`config.mk`:
```
export PLATFORM = sky130hd
export DESIGN_NAME = rf_param
export DESIGN_NICKNAME = d
export VERILOG_FILES = /design/src/rtl/rf_pkg.sv /design/src/rtl/rf_dump_fsm.sv /design/src/rtl/rf_param.sv
export SDC_FILE = /design/constraint.sdc
export NUM_CORES = 1
export LEC_CHECK = 0
export BUFFER_PORTS_ARGS = -buffer_cell sky130_fd_sc_hd__clkbuf_2
export CORE_MARGIN = 2
export CORE_UTILIZATION = 55
export CTS_CLUSTER_DIAMETER = 60
export DETAILED_ROUTE_END_ITERATION = 7
export GPL_TIMING_DRIVEN = 0
export PLACE_DENSITY_LB_ADDON = 0.08
export SETUP_SLACK_MARGIN = 0.05
export SLEW_MARGIN = 30
export SYNTH_ARGS = -nofsm -noshare
export SYNTH_HDL_FRONTEND = slang
export SYNTH_SLANG_ARGS = --single-unit
```
`constraint.sdc`:
```
create_clock -name clk -period 1.95 [get_ports clk]
set_input_delay 0.0975 -clock clk [delete_from_list [all_inputs] [get_ports clk]]
set_output_delay 0.0975 -clock clk [all_outputs]
set_load 0.01 [all_outputs]
```
`src/rtl/rf_pkg.sv`:
```
// Shared definitions for the parametrised register file: dump FSM encoding,
// default geometry and the first-dumped-register helper.
package rf_pkg;

    localparam int unsigned DEF_DATA_W = 16;
    localparam int unsigned DEF_ADDR_W = 4;

    localparam logic [1:0] StIdle = 2'd0;
    localparam logic [1:0] StDump = 2'd1;
    localparam logic [1:0] StDone = 2'd2;

    // r0 carries no information when hardwired, so the dump skips it.
    function automatic int unsigned dump_first(input int unsigned zero_reg);
        return (zero_reg != 0) ? 1 : 0;
    endfunction

endpackage

```
`src/rtl/rf_dump_fsm.sv`:
```
// Halt-triggered register dump sequencer: edge detect, state, address counter
// and valid/done generation. Runs once per reset.
module rf_dump_fsm
    import rf_pkg::*;
#(
    parameter int unsigned ADDR_W   = DEF_ADDR_W,
    parameter int unsigned ZERO_REG = 1
) (
    input  logic              clk,
    input  logic              rst,
    input  logic              hlt,
    input  logic              dump_ready,
    output logic              dump_valid,
    output logic              dump_done,
    output logic [ADDR_W-1:0] dump_addr
);

    localparam logic [ADDR_W-1:0] FIRST = ADDR_W'(dump_first(ZERO_REG));
    localparam logic [ADDR_W-1:0] LAST  = '1;

    logic [1:0]        state_q, state_d;
    logic [ADDR_W-1:0] addr_q, addr_d;
    logic              hlt_q;
    logic              start;

    assign start = hlt & ~hlt_q;

    always_comb begin
        state_d = state_q;
        addr_d  = addr_q;
        unique case (state_q)
            StIdle: begin
                if (start) begin
                    state_d = StDump;
                    addr_d  = FIRST;
                end
            end
            StDump: begin
                if (dump_ready) begin
                    if (addr_q == LAST) begin
                        state_d = StDone;
                    end else begin
                        addr_d = addr_q + 1'b1;
                    end
                end
            end
            StDone:  state_d = StDone;
            default: state_d = StIdle;
        endcase
    end

    always_ff @(posedge clk) begin
        if (rst) begin
            state_q <= StIdle;
            addr_q  <= '0;
            hlt_q   <= 1'b0;
        end else begin
            state_q <= state_d;
            addr_q  <= addr_d;
            hlt_q   <= hlt;
        end
    end

    assign dump_valid = (state_q == StDump);
    assign dump_done  = (state_q == StDone);
    assign dump_addr  = addr_q;

endmodule

```
`src/rtl/rf_param.sv`:
```
// Parametrised multi-read-port register file with optional write-to-read
// bypass, hardwired zero register and a halt-triggered dump port.
module rf_param
    import rf_pkg::*;
#(
    parameter int unsigned DATA_W   = DEF_DATA_W,
    parameter int unsigned ADDR_W   = DEF_ADDR_W,
    parameter int unsigned NUM_RD   = 2,
    parameter int unsigned ZERO_REG = 1,
    parameter int unsigned BYPASS   = 1
) (
    input  logic                     clk,
    input  logic                     rst,
    input  logic [NUM_RD-1:0]        re,
    input  logic [NUM_RD*ADDR_W-1:0] rd_addr,
    output logic [NUM_RD*DATA_W-1:0] rd_data,
    input  logic                     we,
    input  logic [ADDR_W-1:0]        wr_addr,
    input  logic [DATA_W-1:0]        wr_data,
    input  logic                     hlt,
    output logic                     dump_valid,
    input  logic                     dump_ready,
    output logic [ADDR_W-1:0]        dump_addr,
    output logic [DATA_W-1:0]        dump_data,
    output logic                     dump_done
);

    localparam int unsigned DEPTH = 2 ** ADDR_W;

    logic [DATA_W-1:0] mem_q [DEPTH];
    logic              wr_en;

    assign wr_en = we & ~((ZERO_REG != 0) && (wr_addr == '0));

    always_ff @(posedge clk) begin
        if (rst) begin
            for (int k = 0; k < DEPTH; k++) begin
                mem_q[k] <= '0;
            end
        end else if (wr_en) begin
            mem_q[wr_addr] <= wr_data;
        end
    end

    for (genvar i = 0; i < NUM_RD; i++) begin : g_rd
        logic [ADDR_W-1:0] raddr;
        logic [DATA_W-1:0] rd_q, rd_d;

        assign raddr = rd_addr[i*ADDR_W +: ADDR_W];

        // Zero check comes first so a suppressed r0 write never leaks through bypass.
        always_comb begin
            rd_d = rd_q;
            if (re[i]) begin
                if ((ZERO_REG != 0) && (raddr == '0)) begin
                    rd_d = '0;
                end else if ((BYPASS != 0) && wr_en && (wr_addr == raddr)) begin
                    rd_d = wr_data;
                end else begin
                    rd_d = mem_q[raddr];
                end
            end
        end

        always_ff @(posedge clk) begin
            if (rst) begin
                rd_q <= '0;
            end else begin
                rd_q <= rd_d;
            end
        end

        assign rd_data[i*DATA_W +: DATA_W] = rd_q;
    end

    rf_dump_fsm #(
        .ADDR_W   (ADDR_W),
        .ZERO_REG (ZERO_REG)
    ) u_dump_fsm (
        .clk        (clk),
        .rst        (rst),
        .hlt        (hlt),
        .dump_ready (dump_ready),
        .dump_valid (dump_valid),
        .dump_done  (dump_done),
        .dump_addr  (dump_addr)
    );

    // Combinational so the beat reflects any write already committed.
    assign dump_data = mem_q[dump_addr];

endmodule

```
==> flow_metrics.tcl, run 1 <==
set metrics [dict create \
    reg2reg_from "mem_q[15][4]" \
    clock_sinks 299 \
    place.gp.congestion 1.01 \
    crit_chain "buf_6 -> buf_16 -> buf_12 -> mux4_2 -> mux4_2 -> clkbuf_2" \
    worstMarginPinSlew_ps 886 \
    cp-end-kind "output pin" \
    htreeDepth 2 \
    nets 1491 \
    cpMostUsedCell "mux4_2" \
    syn_area_per_cell_um2 13.5 \
    drt-pass1-iter-count 5 \
    relSlewSlack 0.409 \
    synth.distinct_cells 43 \
    setup_ws_ps -679 \
    status "finished, violations left" \
    numPortBuffers 81 \
    grt-ovfl-total 0 \
    synth_area_mm2 0.0175 \
    p_sw_mw 5.99 \
    grt_max_degree 17 \
    synth_top_cell_area_share 0.441 \
    comb_power_share 0.266 \
    coreArea_mm2 0.0314 \
    die_h_um 182 \
    hold_violations 0 \
    grt_pass1_wl_um 84200 \
    switching_share 0.294 \
    yosys.area.top_type "edfxtp_1" \
    hold_ws_ps 25.4 \
    cp.arrival_ps 2530 \
    violations "negative setup slack" \
    min_to "g_rd[0].rd_q[12]" \
    routedWlPerCell_um 31.1 \
    ys_warn_count 0 \
    fin_crit_sh 1.35 \
    clockBufferDepth 3 \
    crit_type "reg -> out" \
    r2r_cells 4 \
    ir_drop_uv 968 \
    grt.total_usage 0.356 \
    period_minus_slack_ps 2630 \
    r2r_setup_slack_ps 80 \
    seqPwrFrac 0.380 \
    drt-initial-drc-count 1883 \
    min-delay-start "re[0]" \
    dp_hpwl_um 43700 \
    max_stage_delay_ps 560 \
    num_vias 12664 \
    final-setup-viol-count 16 \
    rows 65 \
    hold_depth 4 \
    numCtsBuffers 38 \
    drive_gt1_frac 0.258 \
    die_w_um 182 \
    cp_max_fo 5 \
    cts_tree "done" \
    io_pins 89 \
    drc 0 \
    antenna_found_initial 2 \
    ys_seq_elements 299 \
    synthTopCellsByArea "edfxtp_1 44%, mux4_2 16%, and2_1 8.7%" \
    rsz0062_at_grt "true" \
    crit_slowest_cell "mux4_2" \
    hp-class "in -> reg" \
    routed_wl_um 58600 \
    max_freq_mhz 380 \
    skew_ps 21.2 \
    seq_area_frac_synth 0.490 \
    clkLatencyLatePin_ps 530 \
    dieArea_mm2 0.0332 \
    cts_root_buf "clkbuf_16" \
    grt_pass1_vias 12303 \
    slew_violations 0 \
    pwr-share-clk 0.353 \
    crit_path_start_kind "flip-flop" \
    syn_inst 1296 \
    p_leak_nw 7.32 \
    power_density_mw_per_mm2 1020 \
    cp_data_required_time_ps 1850 \
    area.growth.synth_to_final_pct 14.9 \
    r2r-end "g_rd[1].rd_q[4]" \
    viasPerCell 6.72 \
    maxCapViolCount 0 \
    n_fill_cell 2410 \
    ant_nets 0 \
    clk_pin_slew_ps 60 \
    p_int_mw 14.4 \
    total_power_mw 20.4 \
    start_util 0.556 \
]
==> layer usage <==
metal  vias to the layer above  track usage  wire length (um)  share of wire
met2                       918        0.534             26000           0.44
met3                       140        0.112              7640           0.13
met1                      6321        0.495             22900           0.39
li1                       5283            -                 -              -
met4                         2        0.124              2100          0.036
met5                         -            0                 9        0.00015
==> cell usage after synthesis, drive strengths merged <==
master,instances
nand2b,3
or2,15
or3,2
buf,59
nand3b,4
o22ai,64
mux4,144
ha,4
o21ai,65
conb,1
nor4,2
or3b,4
clkbuf,58
nor3,4
mux2i,130
and2,242
a22o,1
nor2b,5
nor3b,3
xor2,8
a31o,1
inv,4
dfxtp,43
nand3,3
nand2,70
o41a,1
edfxtp,256
and3,32
nor2,28
a211oi,32
xnor2,2
mux2,2
a21oi,4
==> per-stage QoR <==
stage | utilization | cell area [um2] | TNS [ps] | worst slack (ps) | cells
2_1_floorplan | - | 17500 | 0 | 185 | 1311
4_1_cts | 0.637 | 20000 | -10150 | -659 | 1882
3_5_place_dp | 0.587 | 18400 | -106650 | -667 | 1794
3_3_place_gp | 0.587 | 18400 | -87690 | -707 | 1794
5_1_grt | 0.639 | 20000 | -10570 | -710 | 1883
6_report | 0.639 | 20100 | -10220 | -679 | 1884
==> how the worst max path moves through the flow <==
stage / slack [ps] / cells after the start / startpoint / end
floorplan: 180 / 4 / flip-flop / dump_data[7]
global placement: -710 / 5 / flip-flop / dump_data[13]
detailed placement: -670 / 5 / flip-flop / dump_data[13]
CTS: -660 / 6 / flip-flop / dump_data[7]
global route: -710 / 6 / flip-flop / dump_data[6]
finish: -680 / 6 / flip-flop / dump_data[5]
==> cells by family after synthesis <==
| group | after synthesis | share of synthesized area |
|---|---|---|
| buffers and inverters | 121 | 0.0404 |
| other | 1 | 0.000215 |
| AND/OR/NAND/NOR | 417 | 0.138 |
| adder cells (fa/ha/maj) | 4 | 0.00287 |
| XOR/XNOR | 10 | 0.00502 |
| flip-flops | 299 | 0.490 |
| AO/OA/AOI/OAI | 168 | 0.0585 |
| multiplexers | 276 | 0.265 |
==> flip-flops by register name, summed over array words and instances, names as in the netlist, named ones only <==
signal	flops
mem_q	256
g_rd.rd_q	32
u_dump_fsm.dump_addr	4
u_dump_fsm.state_q	2
u_dump_fsm.hlt_q	1
==> worst max-delay path, delay by kind of cell, from the launching register on <==
family / cells / cell delay (ps)
muxes: 2 / 1090
buffers and inverters: 4 / 550
DFF: 1 / 360
==> layout make-up <==
class                      instances  area [um2]  area share
clock inverter                    16         173     0.00861
clock buffer                      53        1110      0.0554
antenna                            1        2.50    0.000125
timing repair buffer             102         683      0.0341
inverter                           4        15.0    0.000749
buffer                           116         782      0.0390
tap                              402         503      0.0251
multi-input combinational        891        8230       0.410
sequential                       299        8550       0.427
==> power groups by stage <==
stage          clock network [mW]  logic, mW  registers, mW
2_1_floorplan                   0       3.10           7.75
3_3_place_gp                    0       4.64           7.82
3_5_place_dp                    0       4.68           7.85
4_1_cts                      7.21       5.17           7.74
5_1_grt                      7.47       5.62           7.80
6_report                     7.20       5.44           7.76
==> cell usage in the layout, fill, tap and decap left out, types with 42 or more instances in the layout <==
cell / synthesis / layout
dfxtp_1: 43 / 42
and2_1: 242 / 242
edfxtp_1: 256 / 256
clkbuf_2: 1 / 81
mux4_2: 127 / 142
mux2i_1: 130 / 130
o22ai_1: 63 / 63
nand2_1: 70 / 70
clkbuf_16: 0 / 42
clkbuf_1: 57 / 62
==> timing repair <==
item,4_1_cts,5_1_grt
endpoints found under the hold margin,50,0
resized for setup,47,18
endpoints found under the setup margin,32,84
hold buffers,13,0
cloned,3,1
buffers inserted,4,0
(Power assumes the default switching activity.)
==> run 2, diff against run 1 <==
--- a/config.mk
+++ b/config.mk
@@ -8,6 +8,7 @@
 export BUFFER_PORTS_ARGS = -buffer_cell sky130_fd_sc_hd__clkbuf_2
 export CORE_MARGIN = 2
 export CORE_UTILIZATION = 55
+export CTS_BUF_LIST = sky130_fd_sc_hd__clkbuf_2
 export CTS_CLUSTER_DIAMETER = 60
 export DETAILED_ROUTE_END_ITERATION = 7
 export GPL_TIMING_DRIVEN = 0
@@ -17,3 +18,4 @@
 export SYNTH_ARGS = -nofsm -noshare
 export SYNTH_HDL_FRONTEND = slang
 export SYNTH_SLANG_ARGS = --single-unit
+export TNS_END_PERCENT = 100
==> flow_metrics.tcl, run 2 (synthesis gave the netlist of run 1 again) <==
set metrics [dict create \
    grt.total_usage 0.364 \
    cts_tree "done" \
    max_freq_mhz 329 \
    hp-class "in -> reg" \
    crit_type "reg -> out" \
    dp_hpwl_um 43700 \
    routedWlPerCell_um 30.0 \
    fin_crit_sh 1.56 \
    skew_ps 85.3 \
    coreArea_mm2 0.0314 \
    layout_commonest_cell "edfxtp_1" \
    numPortBuffers 81 \
    grt_pass1_vias 12795 \
    start_util 0.556 \
    clkLatencyLatePin_ps 980 \
    crit_path_start_kind "flip-flop" \
    slew_violations 0 \
    top_register "mem_q" \
    cts_root_buf "clkbuf_2" \
    clk_pin_slew_ps 110 \
    largest_register_ff_count 256 \
    clock_sinks 299 \
    power_density_mw_per_mm2 896 \
    numCtsBuffers 80 \
    drc 0 \
    post_dp_cell_area_mm2 0.0184 \
    rows 65 \
    routed_wl_um 59400 \
    relSlewSlack 0.405 \
    cp_data_required_time_ps 1850 \
    io_pins 89 \
    rsz0062_at_grt "true" \
    antenna_found_initial 2 \
    setup_ws_ps -1090 \
    clockBufferDepth 3 \
    viasPerCell 6.59 \
    final-setup-viol-count 16 \
    area.growth.synth_to_final_pct 12.7 \
    num_vias 13053 \
    status "finished, violations left" \
    violations "negative setup slack" \
    grt_pass1_wl_um 85500 \
    drt-initial-drc-count 1835 \
    nets 1558 \
    htreeDepth 3 \
    cp-end-kind "output pin" \
    final_cell_mix "256 x edfxtp_1, 242 x and2_1, 211 x clkbuf_2, 142 x mux4_2, 130 x mux2i_1" \
    period_minus_slack_ps 3040 \
    drt-pass1-iter-count 6 \
    drive_gt1_frac 0.287 \
    worstMarginPinSlew_ps 892 \
    stdcell_area_mm2 0.0197 \
    p_leak_nw 7.36 \
    cp_max_fo 10 \
    die_h_um 182 \
    cp.arrival_ps 2940 \
    die_w_um 182 \
    grt_max_degree 17 \
    place.gp.congestion 1.01 \
    final_core_util 0.627 \
    maxCapViolCount 0 \
    grt-ovfl-total 0 \
    ir_drop_uv 728 \
    ant_nets 0 \
    dieArea_mm2 0.0332 \
    hold_violations 0 \
    n_fill_cell 2531 \
]
[run 2: layout make-up]
| type | count | area, um2 | area share |
|---|---|---|---|
| flip-flops and latches | 299 | 8550 | 0.435 |
| multi-input cells | 891 | 8210 | 0.417 |
| repair buffers | 127 | 913 | 0.0464 |
| plain buffers | 116 | 779 | 0.0396 |
| clock buffers | 128 | 641 | 0.0326 |
| well taps | 402 | 503 | 0.0256 |
| clock inverters | 14 | 53.8 | 0.00274 |
| inverters | 4 | 15.0 | 0.000763 |
| diodes | 1 | 2.50 | 0.000127 |
[run 2: repair_timing]
action | CTS | global route
cloned | 2 | 1
endpoints found under the hold margin | 280 | 0
buffers inserted | 3 | 0
hold buffers | 42 | 0
resized for setup | 49 | 18
pin swaps | 0 | 0
endpoints found under the setup margin | 17 | 35
[run 2: final timing paths]
| check | slack [ps] | endpoint | depth (start not counted) | startpoint |
|---|---|---|---|---|
| max | -1090 | dump_data[7] | 5 | flip-flop |
| min | 6 | g_rd[0].rd_q[9] | 6 | rd_addr[1] |
| max reg2reg | 140 | g_rd[1].rd_q[9] | 4 | mem_q[15][9] |
| min reg2reg | 450 | g_rd[0].rd_q[7] | 2 | g_rd[0].rd_q[7] |
[run 2: per-stage QoR]
| step | setup slack (ps) | hold slack (ps) | cells | total power [mW] | TNS [ps] |
|---|---|---|---|---|---|
| 2_1_floorplan | 185 | 226 | 1311 | 10.8 | 0 |
| 6_report | -1090 | 6.13 | 1982 | 17.6 | -16660 |
| 3_3_place_gp | -707 | 357 | 1794 | 12.5 | -87690 |
| 4_1_cts | -1130 | 6.12 | 1982 | 17.4 | -18320 |
| 3_5_place_dp | -667 | 356 | 1794 | 12.5 | -106650 |
| 5_1_grt | -1140 | 24.5 | 1982 | 18.1 | -17540 |
[run 2: metal layers]
layer	vias to the layer above	part of all wire	routed length, um	GRT usage
met5	-	0.00022	13	0
met4	2	0.039	2320	0.155
met3	156	0.14	8240	0.129
met2	982	0.44	26200	0.536
met1	6461	0.38	22700	0.492
li1	5452	-	-	-
[run 2: worst max-delay path, stage by stage, from the launching register on]
cell and delay, ps:
dfxtp_4 390, buf_12 170, buf_12 170, mux4_2 570
mux4_2 540, clkbuf_2 160
[run 2: power by group]
group / internal, mW / switching, mW
logic: 2.56 / 2.83
registers: 7.38 / 0.375
clock network: 1.70 / 2.77
==> run 3, diff against run 2 <==
--- a/config.mk
+++ b/config.mk
@@ -7,7 +7,7 @@
 export LEC_CHECK = 0
 export BUFFER_PORTS_ARGS = -buffer_cell sky130_fd_sc_hd__clkbuf_2
 export CORE_MARGIN = 2
-export CORE_UTILIZATION = 55
+export CORE_UTILIZATION = 50
 export CTS_BUF_LIST = sky130_fd_sc_hd__clkbuf_2
 export CTS_CLUSTER_DIAMETER = 60
 export DETAILED_ROUTE_END_ITERATION = 7
==> flow_metrics.tcl, run 3 (synthesis gave the netlist of run 1 again) <==
set metrics [dict create \
    status "finished, violations left" \
    violations "negative setup slack" \
    die_w_um 191 \
    start_util 0.506 \
    layout_commonest_cell "edfxtp_1" \
    setup_ws_ps -1100 \
    clkLatencyLatePin_ps 1010 \
    clockBufferDepth 3 \
    grt-ovfl-total 0 \
    switching_share 0.335 \
    area.growth.synth_to_final_pct 14.9 \
    min_to "mem_q[3][7]" \
    die_h_um 191 \
    place.gp.congestion 1.00 \
    largest_register_ff_count 256 \
    cp_data_required_time_ps 1850 \
    skew_ps 127 \
    setup_tns_ps -17040 \
    ir_drop_uv 591 \
    max_freq_mhz 327 \
    maxCapViolCount 0 \
    clock_sinks 299 \
    htreeDepth 3 \
    dp_hpwl_um 44400 \
    seqPwrFrac 0.432 \
    worstMarginPinSlew_ps 856 \
    relSlewSlack 0.429 \
    cts_root_buf "clkbuf_2" \
    hold_violations 0 \
    drt-pass1-iter-count 6 \
    viasPerCell 6.39 \
    comb_power_share 0.320 \
    ant_nets 0 \
    p_leak_nw 7.50 \
    crit_type "reg -> out" \
    rows 68 \
    period_minus_slack_ps 3050 \
    r2r_cells 4 \
    final-setup-viol-count 16 \
    cts_tree "done" \
    final_cells 2055 \
    dp.cells 1847 \
    drc 0 \
    grt_pass1_vias 12787 \
    cp.arrival_ps 2960 \
    reg2reg_from "mem_q[14][4]" \
    p_int_mw 11.9 \
    drive_gt1_frac 0.286 \
    r2r_setup_slack_ps 90 \
    hold_depth 3 \
    n_fill_cell 2911 \
    io_pins 89 \
    routed_wl_um 62000 \
    power_density_mw_per_mm2 896 \
    grt_pass1_wl_um 88000 \
    nets 1577 \
    dieArea_mm2 0.0364 \
    numPortBuffers 81 \
    coreArea_mm2 0.0345 \
    numCtsBuffers 81 \
    final_cell_mix "256 x edfxtp_1, 242 x and2_1, 210 x clkbuf_2, 139 x mux4_2, 130 x mux2i_1" \
    min-delay-start "wr_data[7]" \
    grt.total_usage 0.346 \
    pwr-share-clk 0.248 \
    rsz0062_at_grt "true" \
    antenna_found_initial 2 \
    drt-initial-drc-count 1915 \
    cp-end-kind "output pin" \
    routedWlPerCell_um 30.1 \
    fin_crit_sh 1.57 \
    clk_pin_slew_ps 120 \
    hold_ws_ps 92.0 \
    num_vias 13141 \
    hp-class "in -> reg" \
    top_register "mem_q" \
    slew_violations 0 \
    grt_max_degree 17 \
    p_sw_mw 6.02 \
    r2r-end "g_rd[1].rd_q[4]" \
    cp_max_fo 8 \
    crit_path_start_kind "flip-flop" \
]
run 3: changes by cell type in the layout (fill, tap and decap cells not counted), sizes merged:
cell,before,now
dlygate4sd3,41,53
buf,65,70
clkbuf,265,267
clkinv,11,12
run 3: final cells by class:
class,instances,area (um2),share of cell area
flip-flops and latches,299,8550,0.427
diodes,1,2.50,0.000125
clock buffers,129,646,0.0322
inverters,4,15.0,0.000749
clock inverters,15,58.8,0.00293
multi-input cells,891,8240,0.411
repair buffers,145,1180,0.0590
plain buffers,116,785,0.0391
well taps,455,569,0.0284
run 3: stage by stage:
stage | power [mW] | cell area, um2 | worst slack (ps) | util
finish | 18.0 | 20100 | -1100 | 0.582
global route | 18.5 | 20100 | -1190 | 0.582
CTS | 17.6 | 19900 | -1180 | 0.578
detailed placement | 12.5 | 18500 | -655 | 0.536
global placement | 12.5 | 18500 | -650 | 0.536
floorplan | 10.8 | 17500 | 185 | -
run 3: power by group through the flow:
stage / registers (mW) / logic, mW / clock network [mW]
after floorplan: 7.75 / 3.10 / 0
after global placement: 7.84 / 4.65 / 0
after detailed placement: 7.86 / 4.69 / 0
after CTS: 7.74 / 5.37 / 4.50
after global routing: 7.81 / 5.91 / 4.83
final: 7.76 / 5.75 / 4.45
run 3: critical path, stage by stage, from the launching register on:
cell	delay, ps
dfxtp_4	370
buf_12	180
buf_12	130
buf_12	120
mux4_2	530
mux4_2	520
buf_6	150
run 3: layer usage:
layer | routed length (um) | share of wire | track usage | up-vias
met1 | 24300 | 0.39 | 0.487 | 6501
met5 | 0 | 0 | 0 | -
met4 | 2870 | 0.046 | 0.167 | 0
met3 | 7820 | 0.13 | 0.0944 | 170
li1 | - | - | - | 5488
met2 | 26900 | 0.43 | 0.499 | 982
run 3: how the worst max path moves through the flow:
stage          startpoint             to  slack, ps  cells after the start
2_1_floorplan   flip-flop   dump_data[7]        180                      4
3_3_place_gp    flip-flop  dump_data[13]       -650                      5
3_5_place_dp    flip-flop  dump_data[13]       -660                      5
4_1_cts         flip-flop   dump_data[5]      -1180                      5
5_1_grt         flip-flop   dump_data[6]      -1190                      6
6_report        flip-flop  dump_data[13]      -1100                      6
run 3: timing repair:
action	4_1_cts	5_1_grt
hold buffers	53	0
gates resized for setup	55	13
setup endpoints to repair	17	73
buffers inserted	3	2
cloned	4	2
hold endpoints to repair	294	0
